`src/rtl/ps2_kc_pkg.sv`:
```
// Shared constants, state type and scan-code lookup functions for the
// PS/2 keycode translator. Keycodes are 8 bits: bit 7 = break, bits 6:0 = key number.
package ps2_kc_pkg;

    localparam logic [7:0] PS2_BRK   = 8'hF0;
    localparam logic [7:0] PS2_EXT   = 8'hE0;
    localparam logic [7:0] PS2_PAUSE = 8'hE1;

    // Keyboard control/response bytes that never start a key sequence
    localparam logic [7:0] PS2_CTRL_LIST [8] = '{8'h00, 8'hAA, 8'hEE, 8'hFA,
                                                 8'hFC, 8'hFD, 8'hFE, 8'hFF};

    localparam logic [6:0] KC_PAUSE  = 7'd126;
    localparam logic [6:0] KC_LSHIFT = 7'd44;
    localparam logic [6:0] KC_RSHIFT = 7'd57;
    localparam logic [6:0] KC_LCTRL  = 7'd58;
    localparam logic [6:0] KC_LALT   = 7'd60;
    localparam logic [6:0] KC_LGUI   = 7'd59;
    localparam logic [6:0] KC_RCTRL  = 7'd64;
    localparam logic [6:0] KC_RALT   = 7'd62;
    localparam logic [6:0] KC_RGUI   = 7'd63;

    typedef enum logic [2:0] {
        ST_IDLE    = 3'd0,
        ST_BRK     = 3'd1,
        ST_EXT     = 3'd2,
        ST_EXT_BRK = 3'd3,
        ST_PAUSE   = 3'd4,
        ST_EMIT    = 3'd5
    } kc_state_e;

    function automatic logic ps2_is_ctrl(input logic [7:0] b);
        logic hit;
        hit = 1'b0;
        for (int i = 0; i < 8; i++) begin
            if (b == PS2_CTRL_LIST[i]) begin
                hit = 1'b1;
            end else begin
                hit = hit;
            end
        end
        return hit;
    endfunction

    function automatic logic [6:0] ps2_set2_basic(input logic [7:0] b);
        case (b)
            8'h0E: return 7'd1;   8'h16: return 7'd2;   8'h1E: return 7'd3;
            8'h26: return 7'd4;   8'h25: return 7'd5;   8'h2E: return 7'd6;
            8'h36: return 7'd7;   8'h3D: return 7'd8;   8'h3E: return 7'd9;
            8'h46: return 7'd10;  8'h45: return 7'd11;  8'h4E: return 7'd12;
            8'h55: return 7'd13;  8'h66: return 7'd15;  8'h0D: return 7'd16;
            8'h15: return 7'd17;  8'h1D: return 7'd18;  8'h24: return 7'd19;
            8'h2D: return 7'd20;  8'h2C: return 7'd21;  8'h35: return 7'd22;
            8'h3C: return 7'd23;  8'h43: return 7'd24;  8'h44: return 7'd25;
            8'h4D: return 7'd26;  8'h54: return 7'd27;  8'h5B: return 7'd28;
            8'h5D: return 7'd29;  8'h58: return 7'd30;  8'h1C: return 7'd31;
            8'h1B: return 7'd32;  8'h23: return 7'd33;  8'h2B: return 7'd34;
            8'h34: return 7'd35;  8'h33: return 7'd36;  8'h3B: return 7'd37;
            8'h42: return 7'd38;  8'h4B: return 7'd39;  8'h4C: return 7'd40;
            8'h52: return 7'd41;  8'h5A: return 7'd43;  8'h12: return 7'd44;
            8'h61: return 7'd45;  8'h1A: return 7'd46;  8'h22: return 7'd47;
            8'h21: return 7'd48;  8'h2A: return 7'd49;  8'h32: return 7'd50;
            8'h31: return 7'd51;  8'h3A: return 7'd52;  8'h41: return 7'd53;
            8'h49: return 7'd54;  8'h4A: return 7'd55;  8'h59: return 7'd57;
            8'h14: return 7'd58;  8'h11: return 7'd60;  8'h29: return 7'd61;
            8'h77: return 7'd90;  8'h6C: return 7'd91;  8'h6B: return 7'd92;
            8'h69: return 7'd93;  8'h75: return 7'd96;  8'h73: return 7'd97;
            8'h72: return 7'd98;  8'h70: return 7'd99;  8'h7C: return 7'd100;
            8'h7D: return 7'd101; 8'h74: return 7'd102; 8'h7A: return 7'd103;
            8'h71: return 7'd104; 8'h7B: return 7'd105; 8'h79: return 7'd106;
            8'h76: return 7'd110; 8'h05: return 7'd112; 8'h06: return 7'd113;
            8'h04: return 7'd114; 8'h0C: return 7'd115; 8'h03: return 7'd116;
            8'h0B: return 7'd117; 8'h83: return 7'd118; 8'h0A: return 7'd119;
            8'h01: return 7'd120; 8'h09: return 7'd121; 8'h78: return 7'd122;
            8'h07: return 7'd123; 8'h7E: return 7'd125;
            default: return 7'd0;
        endcase
    endfunction

    // Fake shifts (E0 12, E0 59) fall into the default and map to 0
    function automatic logic [6:0] ps2_set2_ext(input logic [7:0] b);
        case (b)
            8'h11: return 7'd62;  8'h14: return 7'd64;  8'h1F: return 7'd59;
            8'h27: return 7'd63;  8'h2F: return 7'd65;  8'h69: return 7'd81;
            8'h70: return 7'd75;  8'h71: return 7'd76;  8'h6B: return 7'd79;
            8'h6C: return 7'd80;  8'h75: return 7'd83;  8'h72: return 7'd84;
            8'h7D: return 7'd85;  8'h7A: return 7'd86;  8'h74: return 7'd89;
            8'h4A: return 7'd95;  8'h5A: return 7'd108; 8'h7C: return 7'd124;
            8'h15: return 7'd126;
            default: return 7'd0;
        endcase
    endfunction

    // One-hot position of a modifier key inside the mods vector
    function automatic logic [7:0] kc_mod_mask(input logic [6:0] k);
        case (k)
            KC_LSHIFT: return 8'h01;
            KC_RSHIFT: return 8'h02;
            KC_LCTRL:  return 8'h04;
            KC_LALT:   return 8'h08;
            KC_LGUI:   return 8'h10;
            KC_RCTRL:  return 8'h20;
            KC_RALT:   return 8'h40;
            KC_RGUI:   return 8'h80;
            default:   return 8'h00;
        endcase
    endfunction

endpackage

```
`src/rtl/kc_sync_fifo.sv`:
```
// First-word-fall-through synchronous FIFO with occupancy count.
// A push into a full FIFO is accepted only if a pop happens in the same cycle.
module kc_sync_fifo #(
    parameter int WIDTH = 8,
    parameter int DEPTH = 8,
    localparam int AW = $clog2(DEPTH),
    localparam int CW = AW + 1
) (
    input  logic             clk,
    input  logic             resetn,
    input  logic             clear,
    input  logic             push,
    input  logic [WIDTH-1:0] push_data,
    input  logic             pop,
    output logic [WIDTH-1:0] head_data,
    output logic [CW-1:0]    count,
    output logic             full,
    output logic             empty
);

    logic [WIDTH-1:0] mem_r [DEPTH];
    logic [AW-1:0]    rd_ptr_r;
    logic [AW-1:0]    wr_ptr_r;
    logic [CW-1:0]    count_r;
    logic             pop_s;
    logic             push_s;

    assign empty     = (count_r == {CW{1'b0}});
    assign full      = (count_r == CW'(DEPTH));
    assign pop_s     = pop & ~empty;
    assign push_s    = push & (~full | pop_s);
    assign count     = count_r;
    assign head_data = empty ? {WIDTH{1'b0}} : mem_r[rd_ptr_r];

    // Pointer and occupancy bookkeeping; pointers wrap naturally at DEPTH
    always_ff @(posedge clk) begin
        if (!resetn || clear) begin
            rd_ptr_r <= {AW{1'b0}};
            wr_ptr_r <= {AW{1'b0}};
            count_r  <= {CW{1'b0}};
        end else begin
            if (push_s) begin
                wr_ptr_r <= wr_ptr_r + AW'(1);
            end
            if (pop_s) begin
                rd_ptr_r <= rd_ptr_r + AW'(1);
            end
            case ({push_s, pop_s})
                2'b10:   count_r <= count_r + CW'(1);
                2'b01:   count_r <= count_r - CW'(1);
                default: count_r <= count_r;
            endcase
        end
    end

    // Storage array; contents beyond the count are don't-care
    always_ff @(posedge clk) begin
        if (push_s) begin
            mem_r[wr_ptr_r] <= push_data;
        end
    end

endmodule

```
`src/rtl/ps2_keycode_xlat_fifo.sv`:
```
// PS/2 scan-code set 2 to keycode translator with keycode FIFO, key-down
// bitmap for typematic-repeat suppression, fake-shift and control-byte
// filtering, and sticky overflow flag.
// Optional: define PS2_KC_MODSTATE_EN to track modifier down-state on mods_o.
module ps2_keycode_xlat_fifo
    import ps2_kc_pkg::*;
#(
    parameter int FIFO_DEPTH      = 8,
    parameter int SUPPRESS_REPEAT = 1,
    localparam int CW = $clog2(FIFO_DEPTH) + 1
) (
    input  logic          clk,
    input  logic          resetn,
    input  logic [7:0]    scancode_i,
    input  logic          scodevalid_i,
    input  logic          clear_i,
    output logic [7:0]    kc_data_o,
    output logic          kc_valid_o,
    input  logic          kc_ready_i,
    output logic [CW-1:0] fifo_count_o,
    output logic          overflow_o,
    output logic [7:0]    mods_o
);

    kc_state_e    state_r;
    logic [2:0]   pause_cnt_r;
    logic [6:0]   k_r;
    logic         brk_r;
    logic         pause_r;
    logic [127:0] bitmap_r;
    logic         push_r;
    logic [7:0]   push_data_r;
    logic         overflow_r;
    logic         fifo_full_s;
    logic         fifo_empty_s;
    logic         pop_s;

    assign kc_valid_o = ~fifo_empty_s;
    assign pop_s      = kc_valid_o & kc_ready_i;
    assign overflow_o = overflow_r;

    // Prefix parser: collects a key sequence, then spends one EMIT cycle deciding what to push
    always_ff @(posedge clk) begin
        if (!resetn || clear_i) begin
            state_r     <= ST_IDLE;
            pause_cnt_r <= 3'd0;
            k_r         <= 7'd0;
            brk_r       <= 1'b0;
            pause_r     <= 1'b0;
            bitmap_r    <= 128'd0;
            push_r      <= 1'b0;
            push_data_r <= 8'd0;
        end else begin
            push_r <= 1'b0;
            case (state_r)
                ST_IDLE: begin
                    if (scodevalid_i) begin
                        if (scancode_i == PS2_BRK) begin
                            state_r <= ST_BRK;
                        end else if (scancode_i == PS2_EXT) begin
                            state_r <= ST_EXT;
                        end else if (scancode_i == PS2_PAUSE) begin
                            state_r     <= ST_PAUSE;
                            pause_cnt_r <= 3'd7;
                        end else if (ps2_is_ctrl(scancode_i)) begin
                            state_r <= ST_IDLE;
                        end else begin
                            k_r     <= ps2_set2_basic(scancode_i);
                            brk_r   <= 1'b0;
                            pause_r <= 1'b0;
                            state_r <= ST_EMIT;
                        end
                    end
                end
                ST_BRK: begin
                    if (scodevalid_i) begin
                        k_r     <= ps2_set2_basic(scancode_i);
                        brk_r   <= 1'b1;
                        pause_r <= 1'b0;
                        state_r <= ST_EMIT;
                    end
                end
                ST_EXT: begin
                    if (scodevalid_i) begin
                        if (scancode_i == PS2_BRK) begin
                            state_r <= ST_EXT_BRK;
                        end else begin
                            k_r     <= ps2_set2_ext(scancode_i);
                            brk_r   <= 1'b0;
                            pause_r <= 1'b0;
                            state_r <= ST_EMIT;
                        end
                    end
                end
                ST_EXT_BRK: begin
                    if (scodevalid_i) begin
                        k_r     <= ps2_set2_ext(scancode_i);
                        brk_r   <= 1'b1;
                        pause_r <= 1'b0;
                        state_r <= ST_EMIT;
                    end
                end
                ST_PAUSE: begin
                    // Pause is an 8-byte make-only sequence; the last byte produces the keycode
                    if (scodevalid_i) begin
                        if (pause_cnt_r == 3'd1) begin
                            k_r     <= KC_PAUSE;
                            brk_r   <= 1'b0;
                            pause_r <= 1'b1;
                            state_r <= ST_EMIT;
                        end else begin
                            pause_cnt_r <= pause_cnt_r - 3'd1;
                        end
                    end
                end
                ST_EMIT: begin
                    state_r <= ST_IDLE;
                    if (k_r != 7'd0) begin
                        if (pause_r) begin
                            push_r      <= 1'b1;
                            push_data_r <= {1'b0, k_r};
                        end else begin
                            // Bitmap tracks the key even when the FIFO later drops the push
                            bitmap_r[k_r] <= ~brk_r;
                            if (!brk_r && (SUPPRESS_REPEAT != 0) && bitmap_r[k_r]) begin
                                push_r <= 1'b0;
                            end else begin
                                push_r      <= 1'b1;
                                push_data_r <= {brk_r, k_r};
                            end
                        end
                    end
                end
                default: begin
                    state_r <= ST_IDLE;
                end
            endcase
        end
    end

    // Sticky overflow: a push arrived while full with no pop to make room
    always_ff @(posedge clk) begin
        if (!resetn || clear_i) begin
            overflow_r <= 1'b0;
        end else if (push_r && fifo_full_s && !pop_s) begin
            overflow_r <= 1'b1;
        end else begin
            overflow_r <= overflow_r;
        end
    end

`ifdef PS2_KC_MODSTATE_EN
    logic [7:0] mods_r;

    // Modifier down-state follows the same EMIT decision as the bitmap
    always_ff @(posedge clk) begin
        if (!resetn || clear_i) begin
            mods_r <= 8'd0;
        end else if ((state_r == ST_EMIT) && !pause_r && (k_r != 7'd0)) begin
            if (brk_r) begin
                mods_r <= mods_r & ~kc_mod_mask(k_r);
            end else begin
                mods_r <= mods_r | kc_mod_mask(k_r);
            end
        end else begin
            mods_r <= mods_r;
        end
    end

    assign mods_o = mods_r;
`else
    assign mods_o = 8'd0;
`endif

    kc_sync_fifo #(
        .WIDTH (8),
        .DEPTH (FIFO_DEPTH)
    ) u_fifo (
        .clk       (clk),
        .resetn    (resetn),
        .clear     (clear_i),
        .push      (push_r),
        .push_data (push_data_r),
        .pop       (kc_ready_i),
        .head_data (kc_data_o),
        .count     (fifo_count_o),
        .full      (fifo_full_s),
        .empty     (fifo_empty_s)
    );

endmodule
```
`config.mk`:
```
export PLATFORM = sky130hd
export DESIGN_NAME = ps2_keycode_xlat_fifo
export DESIGN_NICKNAME = d
export VERILOG_FILES = /design/src/rtl/ps2_kc_pkg.sv /design/src/rtl/kc_sync_fifo.sv /design/src/rtl/ps2_keycode_xlat_fifo.sv
export SDC_FILE = /design/constraint.sdc
export NUM_CORES = 1
export LEC_CHECK = 0
export ABC_CLOCK_PERIOD_IN_PS = 5400
export CAP_MARGIN = 15
export CORE_MARGIN = 2
export CORE_UTILIZATION = 50
export DETAILED_ROUTE_END_ITERATION = 10
export GPL_TIMING_DRIVEN = 0
export PLACE_DENSITY = 0.76
export SYNTH_ARGS = -nofsm -noshare
export SYNTH_HDL_FRONTEND = slang
export SYNTH_MEMORY_MAX_BITS = 65536
export SYNTH_SLANG_ARGS = --single-unit
export TNS_END_PERCENT = 10
```
`constraint.sdc`:
```
create_clock -name clk -period 5.4 [get_ports clk]
set_input_delay 0.54 -clock clk [delete_from_list [all_inputs] [get_ports clk]]
set_output_delay 0.54 -clock clk [all_outputs]
set_load 0.03 [all_outputs]
```
==> key figures, run 1 <==
Place
  • I/O Buffers: 24
  • Routability Congestion: 1.00
  • Placed Instances: 1695
  • Detailed Place HPWL: 26.6 mm

Floorplanning
  • DIE AREA: 0.0260 mm^2
  • Die height: 161 um
  • Core Region: 0.0243 mm^2
  • Die Wd: 161 um
  • Num rows: 57
  • Initial core utilization: 50.9%
  • Io pins: 35

Min path
  • Worst hold path class: reg -> reg
  • Hold-critical path depth: 2
  • Hold path startpoint: bitmap_r[116]
  • Hold path endpoint: bitmap_r[116]

STA
  • Final Skew: 20.6 ps
  • Final Hold Viols: 0
  • RSZ-0062 raised after global routing: no
  • Final setup violation count: 0
  • Slew Limit Fails: 0
  • Worst-margin pin slew: 1160 ps
  • Setup TNS: 0 ps
  • Fmax: 249 MHz
  • Slew HR: 22.6%
  • Part of the cycle the worst path needs: 74.5%
  • Min Tclk post-route: 4020 ps

Critical path
  • CP Launch Type: register
  • Max FO, Critical Path: 10
  • Worst reg2reg path startpoint: k_r[4]
  • Worst Reg-to-Reg Cells: 9
  • Critical path class: reg -> out
  • FF-to-FF End: bitmap_r[8]
  • Required @ worst endpoint: 4860 ps
  • CP endpoint kind: primary output
  • Register-to-register setup slack: 2330 ps
  • CP arrival: 3480 ps

Routing
  • Routed Wire Length: 39.1 mm
  • WL per Instance: 22.6 um
  • Via count: 11300
  • TritonRoute pass-1 iters: 7
  • Post-route DRC: 0
  • 1st-iter DRT viols: 1333
  • Via/cell ratio: 6.52
  • Final ANT Viol Nets: 0

Synthesis
  • Most frequent cell after synthesis: dfxtp_1
  • Synthesis Warnings: 0
  • Mapped cell area: 0.0124 mm^2
  • FFs w/ async S/R, synth: 0%
  • Ranking of synthesized cells by area: dfxtp_1, edfxtp_1, mux4_2
  • Syn Area/Cell: 9.26 um^2
  • Synth top cells by count: dfxtp_1, a21oi_1, o21ai_0
  • Post-synth top area cell: dfxtp_1
  • Area fraction of the dominant cell type after synthesis: 26.8%
  • Sequential-to-total area share from yosys stat: 42.3%
  • Post-synthesis register bit count: 230
  • Unique masters post-synth: 76
  • Number of flops mapped to enable cells by yosys: 64
  • Synth Instances: 1337
  • Top_reg_cell synth: dfxtp_1

CTS
  • Setup bufs post-CTS: 0
  • # hold bufs at CTS: 0
  • Clock tree buffer depth: 3
  • CTS-repair resized insts: 0
  • Clk root buf: clkbuf_16
  • Clock sink count: 230
  • CTS Buf Count: 23
  • TritonCTS clock tree: built
  • Clk pin slew, worst setup/hold paths: 60 ps
  • Clk Latency, worst-skew pair: 520 ps
  • H-tree levels: 1

Global routing
  • Total gr overflow: 0
  • Initial antenna violation count: 0
  • Vias in the first global route: 10900
  • Global-route wire length before repair: 61.5 mm
  • Gr usage total: 29.9%
  • Largest net degree at the start of global routing: 16

Outcome
  • Status: finished, final reports clean

Pwr
  • Leakage: 4.30 nW
  • Max VDD drop: 199 uV
  • Pwr per Cell Area: 263 mW/mm^2

Layout
  • NumNets Final: 1428
  • Fraction of layout cells with a size suffix above 1: 9.44%
  • Layout Utilization: 56.7%
  • Count of non-filler cells in the finished layout: 1733
  • Area delta synth->final: 11.3%
  • N_diodes: 0

Run
  • Max-cap violation count: 0
-- state kept, by name, summed over array words and instances (netlist names), named ones only --
register / flops
state_r: 3
u_fifo.mem_r: 64
bitmap_r: 128
k_r: 7
push_r: 1
brk_r: 1
pause_r: 1
push_data_r: 8
u_fifo.count: 4
pause_cnt_r: 3
overflow_o: 1
u_fifo.rd_ptr_r: 3
u_fifo.wr_ptr_r: 3
-- layout make-up --
type / instances / area [um^2]
Sequential cell: 230 / 5250
Clock buffer: 32 / 619
Timing Repair Buffer: 27 / 260
Buffer: 138 / 619
Fill cell: 2092 / 10500
Clock inverter: 6 / 80.1
Tap cell: 324 / 405
Multi-Input combinational cell: 956 / 6480
Inverter: 20 / 75.1
-- worst max-delay path: stages, from the launching register on --
cell and delay [ps]:
dfxtp_1 310, clkbuf_1 490, buf_1 700, mux4_2 590, mux2i_1 220, nor2_1 70, clkdlybuf4s50_1 590
-- cells by family (layout without fill, tap and decap cells) --
group / after synthesis / after routing / synth area share [%]
XOR/XNOR: 6 / 6 / 0.424
AO/OA/AOI/OAI: 427 / 427 / 20.4
AND/OR/NAND/NOR: 421 / 421 / 18.4
multiplexers: 75 / 75 / 10.9
buffers and inverters: 158 / 223 / 5.61
adder cells (fa/ha/maj): 19 / 19 / 1.98
other: 1 / 8 / 0.0303
flip-flops: 230 / 230 / 42.3
-- worst max-delay path by stage --
stage               startpoint              end  slack (ps)  cells after the start
2_1_floorplan  u_fifo.count[0]  u_fifo.count[3]        2380                      9
3_3_place_gp     scancode_i[0]           k_r[1]        1140                     11
3_5_place_dp     scancode_i[1]           k_r[5]        1250                     11
4_1_cts               register     kc_data_o[7]        1290                      6
5_1_grt               register     kc_data_o[7]        1120                      6
6_report              register     kc_data_o[7]        1380                      6
-- routing by layer --
metal / track usage (%) / part of all wire, %
met1: 39.7 / 40
met2: 47.9 / 46
met3: 5.91 / 9.6
met4: 12.8 / 4.0
met5: 0 / 0
-- through the flow --
| stage | setup WS, ps | instance area [um^2] | hold WS (ps) | power (mW) |
|---|---|---|---|---|
| final | 1380 | 13800 | 474 | 3.62 |
| after global routing | 1120 | 13800 | 494 | 3.70 |
| after CTS | 1290 | 13800 | 473 | 3.61 |
| after detailed placement | 1250 | 13100 | 458 | 2.11 |
| after global placement | 1140 | 13100 | 458 | 2.11 |
| after floorplan | 2380 | 12400 | 425 | 2.01 |
-- where the power goes --
group | switching [mW] | leakage, nW | total (mW) | internal, mW
registers | 0.00348 | 1.92 | 1.77 | 1.77
clock network | 0.649 | 0.338 | 1.54 | 0.891
logic | 0.216 | 2.04 | 0.312 | 0.0958
total | 0.869 | 4.30 | 3.62 | 2.75
-- cells in the final DEF, fill, tap and decap left out, types with 19 or more instances in the layout --
cell	instances
edfxtp_1	64
nor2b_1	29
clkdlybuf4s50_1	24
or3_1	123
clkbuf_16	23
buf_2	19
nor2_1	82
mux2i_1	23
nor3_1	22
nand2b_1	24
dfxtp_1	166
clkbuf_1	104
o21ai_0	142
a211oi_1	22
mux4_2	47
nand3_1	36
a21oi_1	159
nand2_1	58
No activity file was read; power rests on OpenSTA's default activity.
==> inputs of run 2 (changes only) <==
- ABC_CLOCK_PERIOD_IN_PS: 5400 -> 3650
- PLACE_DENSITY: 0.76 -> 0.78
- clock period: 5.4 -> 3.65 ns (I/O delays scaled with it)
==> key figures, run 2 (same netlist as run 1, synthesis figures left out) <==
Outcome
  • Status: finished, final reports clean (unchanged)

Place
  • I/O Buffers: 24 (unchanged)
  • Detailed Place HPWL: 26.5 mm (was 26.6 mm)
  • Placed cell areas: 0.0131 mm^2 (about the same)
  • Routability Congestion: 0.991 (was 1.00)

Pwr
  • Pwr per Cell Area: 417 mW/mm^2 (was 263 mW/mm^2)
  • Seq pwr share: 44.9% (was 48.9%)
  • Max VDD drop: 359 uV (was 199 uV)
  • Int Pwr: 4.44 mW (was 2.75 mW)
  • Sw Pwr: 1.38 mW (was 0.869 mW)
  • Clock share of power: 47.1% (was 42.5%)
  • Leakage: 4.36 nW (was 4.30 nW)
  • Comb pwr share: 7.9% (was 8.6%)
  • Sw Ratio: 23.7% (was 24.0%)

Layout
  • Multi-input logic area: 0.00648 mm^2 (about the same)
  • Area delta synth->final: 12.9% (was 11.3%)
  • Commonest cells after routing, fill and taps aside: dfxtp_1, a21oi_1, o21ai_0 (unchanged)
  • Register area: 0.00525 mm^2 (unchanged)
  • FILL cells: 2021 (was 2092)
  • Largest reg by FF count: bitmap_r (unchanged)
  • Most common cell after layout, fill and taps aside: dfxtp_1 (unchanged)
  • NumNets Final: 1428 (unchanged)
  • Max reg flops: 128 (unchanged)
  • Post-route cell area: 0.0140 mm^2 (was 0.0138 mm^2)
  • N_diodes: 0 (unchanged)
  • Layout Utilization: 57.5% (was 56.7%)
  • Biggest regs: bitmap_r: 128 flops, u_fifo.mem_r: 64 flops, push_data_r: 8 flops (unchanged)
  • Fraction of layout cells with a size suffix above 1: 10.5% (was 9.44%)

Floorplanning
  • Die height: 161 um (unchanged)
  • Core Region: 0.0243 mm^2 (unchanged)
  • Initial core utilization: 50.9% (unchanged)
  • Num rows: 57 (unchanged)
  • Io pins: 35 (unchanged)
  • Die Wd: 161 um (unchanged)
  • DIE AREA: 0.0260 mm^2 (unchanged)

Routing
  • Via count: 11500 (was 11300)
  • Via/cell ratio: 6.59 (was 6.52)
  • 1st-iter DRT viols: 1542 (was 1333)
  • Post-route DRC: 0 (unchanged)
  • WL per Instance: 22.9 um (was 22.6 um)
  • Final ANT Viol Nets: 0 (unchanged)
  • Routed Wire Length: 39.9 mm (was 39.1 mm)
  • TritonRoute pass-1 iters: 6 (was 7)

Critical path
  • Critical path's slowest cell: a2111oi_1 (was buf_1)
  • CP endpoint kind: register (was primary output)
  • Critical Path End: k_r[1] (was kc_data_o[7])
  • Worst reg2reg path startpoint: k_r[4] (unchanged)
  • FF-to-FF End: bitmap_r[48] (was bitmap_r[8])
  • Cell-by-cell trace of the critical path: clkdlybuf4s50_1, clkbuf_1, inv_1, ha_1, nor2b_1, o21ai_1, o21ai_0, a2111oi_1, o21bai_1, a31oi_1, a211oi_1 (was clkbuf_1, buf_1, mux4_2, mux2i_1, nor2_1, clkdlybuf4s50_1)
  • CP arrival: 3830 ps (was 3480 ps)
  • Critical path class: in -> reg (was reg -> out)
  • CP Launch Type: input pin (was register)
  • Required @ worst endpoint: 4030 ps (was 4860 ps)
  • Origin of the worst setup path: scancode_i[0]
  • Slowest Stage Delay on Critical Path: 700 ps (about the same)
  • Worst Reg-to-Reg Cells: 9 (unchanged)
  • Max FO, Critical Path: 9 (was 10)
  • Register-to-register setup slack: 570 ps (was 2330 ps)

STA
  • Final Skew: 16.8 ps (was 20.6 ps)
  • Slew Limit Fails: 0 (unchanged)
  • Part of the cycle the worst path needs: 94.5%
  • Final setup violation count: 0 (unchanged)
  • Setup TNS: 0 ps (unchanged)
  • RSZ-0062 raised after global routing: yes (was no)
  • Final Hold Viols: 0 (unchanged)
  • Worst-margin pin slew: 1070 ps (was 1160 ps)
  • Fmax: 290 MHz
  • Min Tclk post-route: 3450 ps
  • Slew HR: 28.8% (was 22.6%)

CTS
  • Clk root buf: clkbuf_16 (unchanged)
  • Clk pin slew, worst setup/hold paths: 70 ps (was 60 ps)
  • CTS Buf Count: 24 (was 23)
  • Clock sink count: 230 (unchanged)
  • Clk Latency, worst-skew pair: 530 ps (was 520 ps)
  • Clock tree buffer depth: 3 (unchanged)
  • TritonCTS clock tree: built (unchanged)
  • H-tree levels: 1 (unchanged)
  • Setup bufs post-CTS: 0 (unchanged)

Global routing
  • Vias in the first global route: 11100 (was 10900)
  • Largest net degree at the start of global routing: 16 (unchanged)
  • Gr usage total: 30.1% (was 29.9%)
  • Total gr overflow: 0 (unchanged)
  • Initial antenna violation count: 0 (unchanged)
  • Global-route wire length before repair: 61.7 mm (was 61.5 mm)

Run
  • Max-cap violation count: 0 (unchanged)

Min path
  • Worst hold path class: reg -> reg (unchanged)
## run 2: changes by cell type in the layout (fill, tap and decap cells not counted), moves of 2 or more
| cell | before | now |
|---|---|---|
| clkbuf_16 | 23 | 25 |
| clkbuf_8 | 1 | 4 |
| clkbuf_1 | 104 | 97 |
| clkinv_1 | 4 | 1 |
| bufinv_16 | 2 | 5 |
| clkinv_2 | 0 | 5 |
## run 2: power groups by stage
stage / sequential (mW) / clock, mW / combinational, mW
CTS: 2.62 / 2.75 / 0.442
global placement: 2.67 / 0 / 0.444
detailed placement: 2.67 / 0 / 0.441
finish: 2.62 / 2.75 / 0.462
floorplan: 2.67 / 0 / 0.302
global route: 2.62 / 2.86 / 0.487
## run 2: layout make-up
type	count	share of cell area [%]
buffer	137	4.46
clock buffer	31	4.92
clock inverter	13	1.45
inverter	20	0.537
multi-input combinational	956	46.3
sequential	230	37.5
tap	324	2.90
timing repair buffer	27	1.88
## run 2: repair_timing
item / in CTS / in global routing
hold buffers: 0 / 0
resized for setup: 2 / 1
setup endpoints to repair: 8 / 2
gates cloned: 0 / 0
## run 2: through the flow
step                hold slack [ps]  cells  setup slack (ps)  total power [mW]
floorplan                       425   1344               626              2.97
global placement                456   1692              -360              3.12
detailed placement              463   1695              -206              3.12
CTS                             472   1738               159              5.81
global route                    493   1738             -5.08              5.96
finish                          476   1738               200              5.83
## run 2: worst min path at each step
stage	start	to	slack [ps]	cells past startpoint
after global routing	bitmap_r[82]	bitmap_r[82]	490	2
final	bitmap_r[2]	bitmap_r[2]	480	2
after floorplan	bitmap_r[0]	bitmap_r[0]	420	1
after detailed placement	bitmap_r[90]	bitmap_r[90]	460	2
after CTS	bitmap_r[90]	bitmap_r[90]	470	2
after global placement	bitmap_r[83]	bitmap_r[83]	460	2
## run 2: layer usage
metal | up-vias | wire, um | track usage, %
met2 | 751 | 18200 | 47.4
met4 | 0 | 1880 | 14.9
met5 | - | 0 | 0
met1 | 5450 | 15500 | 39.7
met3 | 167 | 4350 | 6.09
li1 | 5091 | - | -
## run 2: worst max-delay path, delay by kind of cell
family / cells / cell delay [ps]
and+or+nand+nor: 1 / 260
buffers and inverters: 3 / 1110
adders and majority gates: 1 / 380
AOI/OAI and AO/OA: 6 / 1690
